### src/rtl/alu_pkg.sv
// Shared types and constants for the ALU datapath and its transaction driver.
package alu_pkg;

    localparam int ALU_WIDTH = 8;
    localparam int ALU_DEPTH = 3;

    localparam int FLAG_Z = 0;
    localparam int FLAG_C = 1;
    localparam int FLAG_V = 2;

    typedef enum logic [ALU_DEPTH-1:0] {
        OP_ADD = 3'd0,
        OP_SUB = 3'd1,
        OP_AND = 3'd2,
        OP_OR  = 3'd3,
        OP_NOR = 3'd4,
        OP_SHL = 3'd5,
        OP_SHR = 3'd6,
        OP_EQ  = 3'd7
    } alu_op_e;

    typedef enum logic [1:0] {
        IDLE = 2'd0,
        EXEC = 2'd1,
        RESP = 2'd2
    } drv_state_e;

endpackage

### src/rtl/alu_txn_stats.sv
// Sticky carry/overflow bits and saturating completed-op counter; clear beats a coincident hit.
module alu_txn_stats #(
    parameter int CNT_W = 16
) (
    input  logic             clk,
    input  logic             rst,
    input  logic             clear,
    input  logic             hit,
    input  logic             carry,
    input  logic             overflow,
    output logic             sticky_carry,
    output logic             sticky_overflow,
    output logic [CNT_W-1:0] count
);

    always_ff @(posedge clk) begin
        if (rst || clear) begin
            sticky_carry    <= 1'b0;
            sticky_overflow <= 1'b0;
            count           <= '0;
        end else if (hit) begin
            sticky_carry    <= sticky_carry | carry;
            sticky_overflow <= sticky_overflow | overflow;
            if (count != {CNT_W{1'b1}}) begin
                count <= count + CNT_W'(1);
            end
        end
    end

endmodule

### src/rtl/alu_txn_driver.sv
// Command/response front-end for the combinational ALU: IDLE waits for a command,
// EXEC lets the registered operands settle through the ALU, RESP holds the captured result.
module alu_txn_driver
    import alu_pkg::*;
#(
    parameter int WIDTH = ALU_WIDTH,
    parameter int DEPTH = ALU_DEPTH,
    parameter int CNT_W = 16
) (
    input  logic             clk,
    input  logic             rst,
    input  logic             cmd_valid,
    output logic             cmd_ready,
    input  logic [WIDTH-1:0] cmd_a,
    input  logic [WIDTH-1:0] cmd_b,
    input  logic [DEPTH-1:0] cmd_op,
    input  logic             cmd_chain,
    output logic [WIDTH-1:0] alu_operand_a,
    output logic [WIDTH-1:0] alu_operand_b,
    output logic [DEPTH-1:0] alu_opcode,
    input  logic [WIDTH-1:0] alu_y,
    input  logic             alu_carry,
    input  logic             alu_zero,
    input  logic             alu_overflow,
    output logic             rsp_valid,
    input  logic             rsp_ready,
    output logic [WIDTH-1:0] rsp_y,
    output logic [2:0]       rsp_flags,
    input  logic             clear_stats,
    output logic             sticky_carry,
    output logic             sticky_overflow,
    output logic [CNT_W-1:0] op_count
);

    drv_state_e       state_q, state_d;
    logic             load;
    logic             handshake;
    logic [WIDTH-1:0] chain_q;

    always_ff @(posedge clk) begin
        if (rst) begin
            state_q <= IDLE;
        end else begin
            state_q <= state_d;
        end
    end

    always_comb begin
        state_d   = state_q;
        cmd_ready = 1'b0;
        load      = 1'b0;
        handshake = 1'b0;
        unique case (state_q)
            IDLE: begin
                cmd_ready = 1'b1;
                if (cmd_valid) begin
                    load    = 1'b1;
                    state_d = EXEC;
                end
            end
            EXEC: begin
                state_d = RESP;
            end
            RESP: begin
                if (rsp_ready) begin
                    handshake = 1'b1;
                    cmd_ready = 1'b1;
                    if (cmd_valid) begin
                        load    = 1'b1;
                        state_d = EXEC;
                    end else begin
                        state_d = IDLE;
                    end
                end
            end
            default: begin
                state_d = IDLE;
            end
        endcase
    end

    // Operand registers only move on an accepted command, so idle X on cmd_* never lands.
    always_ff @(posedge clk) begin
        if (rst) begin
            alu_operand_a <= '0;
            alu_operand_b <= '0;
            alu_opcode    <= '0;
        end else if (load) begin
            alu_operand_a <= cmd_chain ? chain_q : cmd_a;
            alu_operand_b <= cmd_b;
            alu_opcode    <= cmd_op;
        end
    end

    always_ff @(posedge clk) begin
        if (rst) begin
            rsp_y     <= '0;
            rsp_flags <= '0;
            chain_q   <= '0;
        end else if (state_q == EXEC) begin
            rsp_y             <= alu_y;
            rsp_flags[FLAG_Z] <= alu_zero;
            rsp_flags[FLAG_C] <= alu_carry;
            rsp_flags[FLAG_V] <= alu_overflow;
            chain_q           <= alu_y;
        end
    end

    assign rsp_valid = (state_q == RESP);

    alu_txn_stats #(
        .CNT_W(CNT_W)
    ) u_stats (
        .clk            (clk),
        .rst            (rst),
        .clear          (clear_stats),
        .hit            (handshake),
        .carry          (rsp_flags[FLAG_C]),
        .overflow       (rsp_flags[FLAG_V]),
        .sticky_carry   (sticky_carry),
        .sticky_overflow(sticky_overflow),
        .count          (op_count)
    );

endmodule
### config.mk
export PLATFORM = sky130hd
export DESIGN_NAME = alu_txn_driver
export DESIGN_NICKNAME = d
export VERILOG_FILES = /design/src/rtl/alu_pkg.sv /design/src/rtl/alu_txn_stats.sv /design/src/rtl/alu_txn_driver.sv
export SDC_FILE = /design/constraint.sdc
export NUM_CORES = 1
export LEC_CHECK = 0
export CAP_MARGIN = 20
export CORE_MARGIN = 2
export CORE_UTILIZATION = 46
export DETAILED_ROUTE_END_ITERATION = 8
export PLACE_DENSITY = 0.85
export SYNTH_ARGS = -nofsm -noshare
export SYNTH_HDL_FRONTEND = slang
export SYNTH_SLANG_ARGS = --single-unit
### constraint.sdc
create_clock -name clk -period 4.7 [get_ports clk]
set_clock_uncertainty 0.1 [all_clocks]
set_input_delay 0.47 -clock clk [delete_from_list [all_inputs] [get_ports clk]]
set_output_delay 0.47 -clock clk [all_outputs]
set_load 0.1 [all_outputs]
==> impl_metrics.json <==
{
  "grt_max_degree": 35,
  "syn_inst": 249,
  "postCtsSetupBuffers": 0,
  "synthXorXnorAreaFrac_pct": 0,
  "fmax_mhz": 347,
  "antenna_found_initial": 0,
  "status": "completed",
  "crit_arrival_ps": 2310,
  "wirelength_um": 4980,
  "synth-compound-area-share_pct": 18.2,
  "fin_tns_setup_ps": 0,
  "start_util_pct": 47.8,
  "area_growth_pct": 45.7,
  "htree_levels": 2,
  "hold_viol": 0,
  "numCtsBuffers": 5,
  "clock_latency_ps": 300,
  "post-route-min-period_ps": 2880,
  "grt_pass1_wl_um": 8270,
  "relSlewSlack_pct": 32.5,
  "max_cap_viol_count": 0,
  "setup_viol_count_final": 0,
  "dp_slack_ps": 1830,
  "fin_nets": 363,
  "synth_fa_ha_area_share_pct": 0.602,
  "n_antenna_cell": 0,
  "synthSimpleGateAreaFrac_pct": 25.2,
  "slew_violations": 0,
  "hpwl_um": 3610,
  "hold_slack_ps": 361,
  "power.leakage_nw": 1.04,
  "ant_nets": 0,
  "top_layer": "met4",
  "fp-row-count": 24,
  "drt_first_iter_violations": 66,
  "numClockSinks": 50,
  "setup_ws_ps": 1820,
  "worst_pin_slew_ps": 1010,
  "synth_cell_types": 36,
  "worstSetupStartpointType": "input pin",
  "die_h_um": 71.2,
  "synth.cell_area_mm2": 0.00208,
  "ys_ff_latch": 50,
  "synth_mux_area_share_pct": 3.85,
  "grt_overflow": 0,
  "yosysWarningCount": 0,
  "synth_top_family_by_area": "simple AND/OR/NAND/NOR gates",
  "hold_class": "reg2reg",
  "syn_nets": 286,
  "dr_wl_met3_um": 477,
  "min_period_over_period_pct": 61.3,
  "synth.avg_cell_area_um2": 8.35,
  "setup.worst_path.end_class": "output pin",
  "met2WireLength_um": 2410,
  "cts_resized": 0,
  "vdd_drop_max_mv": 0.230,
  "fin_area_mm2": 0.00303,
  "crit_type": "in2out",
  "synthArstFlopShare_pct": 0,
  "clk_path_buf_depth": 2,
  "grt_pass1_vias": 1918,
  "die_w_um": 71.2,
  "utilization_pct": 69.6,
  "gp_congestion": 0.839,
  "rsz0062_at_grt": "false",
  "io_buffers": 85,
  "synthFlopType": "dfxtp_1",
  "layout-drive-gt1-share_pct": 5.50,
  "routedWlPerCell_um": 13.1,
  "synth_edf_count": 0,
  "dr.pass1.iters": 4,
  "cp_max_fo": 4,
  "vias_per_cell": 5.44,
  "power-per-cell-area_mw_per_mm2": 313,
  "groute.usage.overall_pct": 20.2,
  "cts_tree": "yes",
  "dr_total_vias": 2062,
  "post-route-drc-count": 0,
  "wl_met1_um": 2050,
  "cts-root-buf": "clkbuf_8",
  "postPlaceCellArea_mm2": 0.00293,
  "core-area_mm2": 0.00435,
  "die-area_mm2": 0.00507,
  "crit_required_ps": 4130,
  "path_clk_slew_ps": 90,
  "io_pins": 86,
  "cts_hold_buf": 0,
  "ys_seq_area_share_pct": 48.1
}
## report_power, final
part / internal (W) / switching (W) / total [W]
sequential: 0.000441 / 0.0000109 / 0.000452
combinational: 0.0000697 / 0.000170 / 0.000240
clock: 0.000119 / 0.000137 / 0.000256
## cell families (layout without fill, tap and decap cells)
family	after synthesis	in the layout
flops	50	50
fa+ha+maj	1	1
simple gates	106	106
mux	8	8
compound gates	64	64
buf+inv	20	98
## area by class of cell
type	instances	area, um2
inverters	3	11.3
fillers	344	1330
clock inverters	1	5.00
flip-flops and latches	50	1000
well taps	52	65.1
clock buffers	7	86.3
multi-input cells	179	995
repair buffers	87	866
## critical path, stage by stage
cell,delay (ps)
clkdlybuf4s50_1,520
nor2b_1,80
nor2_1,90
clkdlybuf4s50_1,1160
## final timing paths
kind | endpoint | startpoint | depth (start not counted) | slack (ps)
max | cmd_ready | rsp_ready | 4 | 1820
min | alu_opcode[1] | alu_opcode[1] | 2 | 360
max reg2reg | u_stats.count[11] | u_stats.count[3] | 4 | 2580
min reg2reg | alu_opcode[1] | alu_opcode[1] | 2 | 360
## synth_stat cells (2+ instances only)
cell | n | area share [%]
and3_1 | 2 | 0.60
nor2_1 | 17 | 3.1
o31ai_1 | 7 | 2.5
a211oi_1 | 10 | 3.6
nand2_1 | 50 | 9.0
or4_1 | 6 | 2.2
dfxtp_1 | 50 | 48
or2_2 | 2 | 0.60
nor2b_1 | 2 | 0.60
mux2i_1 | 8 | 3.9
and3b_1 | 2 | 0.84
nand2b_1 | 2 | 0.60
or3_1 | 3 | 0.90
buf_4 | 2 | 0.72
nand4_1 | 4 | 1.2
a21oi_1 | 37 | 8.9
nand3_1 | 5 | 1.2
nor3_1 | 2 | 0.48
inv_1 | 3 | 0.54
clkbuf_1 | 13 | 2.3
o21ai_0 | 5 | 1.2
or3_2 | 3 | 1.1
## metal layers
metal / GRT usage (%) / up-vias
met3: 8.44 / 6
met2: 35.6 / 70
met1: 22.4 / 953
met5: 0 / -
li1: - / 1033
met4: 5.03 / 0
## cells in the final DEF (no fill, tap or decap), types with 4 or more instances in the layout
cell / instances
a21oi_1: 37
nand4_1: 4
or4_1: 6
nor2_1: 17
o21ai_0: 5
nand2_1: 50
a211oi_1: 10
nand3_1: 5
dfxtp_1: 50
o31ai_1: 7
clkdlybuf4s50_1: 85
mux2i_1: 8
clkbuf_8: 6
## sequential cells by signal (all words and copies together) (netlist names)
signal and cells:
chain_q 8, rsp_flags 3, u_stats.sticky_carry 1, state_q 2
alu_operand_a 8, alu_opcode 3, u_stats.count 16, u_stats.sticky_overflow 1
alu_operand_b 8
## metrics by stage
stage,power (W),instances
5_1_grt,0.000981,379
3_3_place_gp,0.000700,370
3_5_place_dp,0.000702,370
2_1_floorplan,0.000631,249
4_1_cts,0.000956,378
6_report,0.000948,379
No activity file was read; power rests on OpenSTA's default activity.
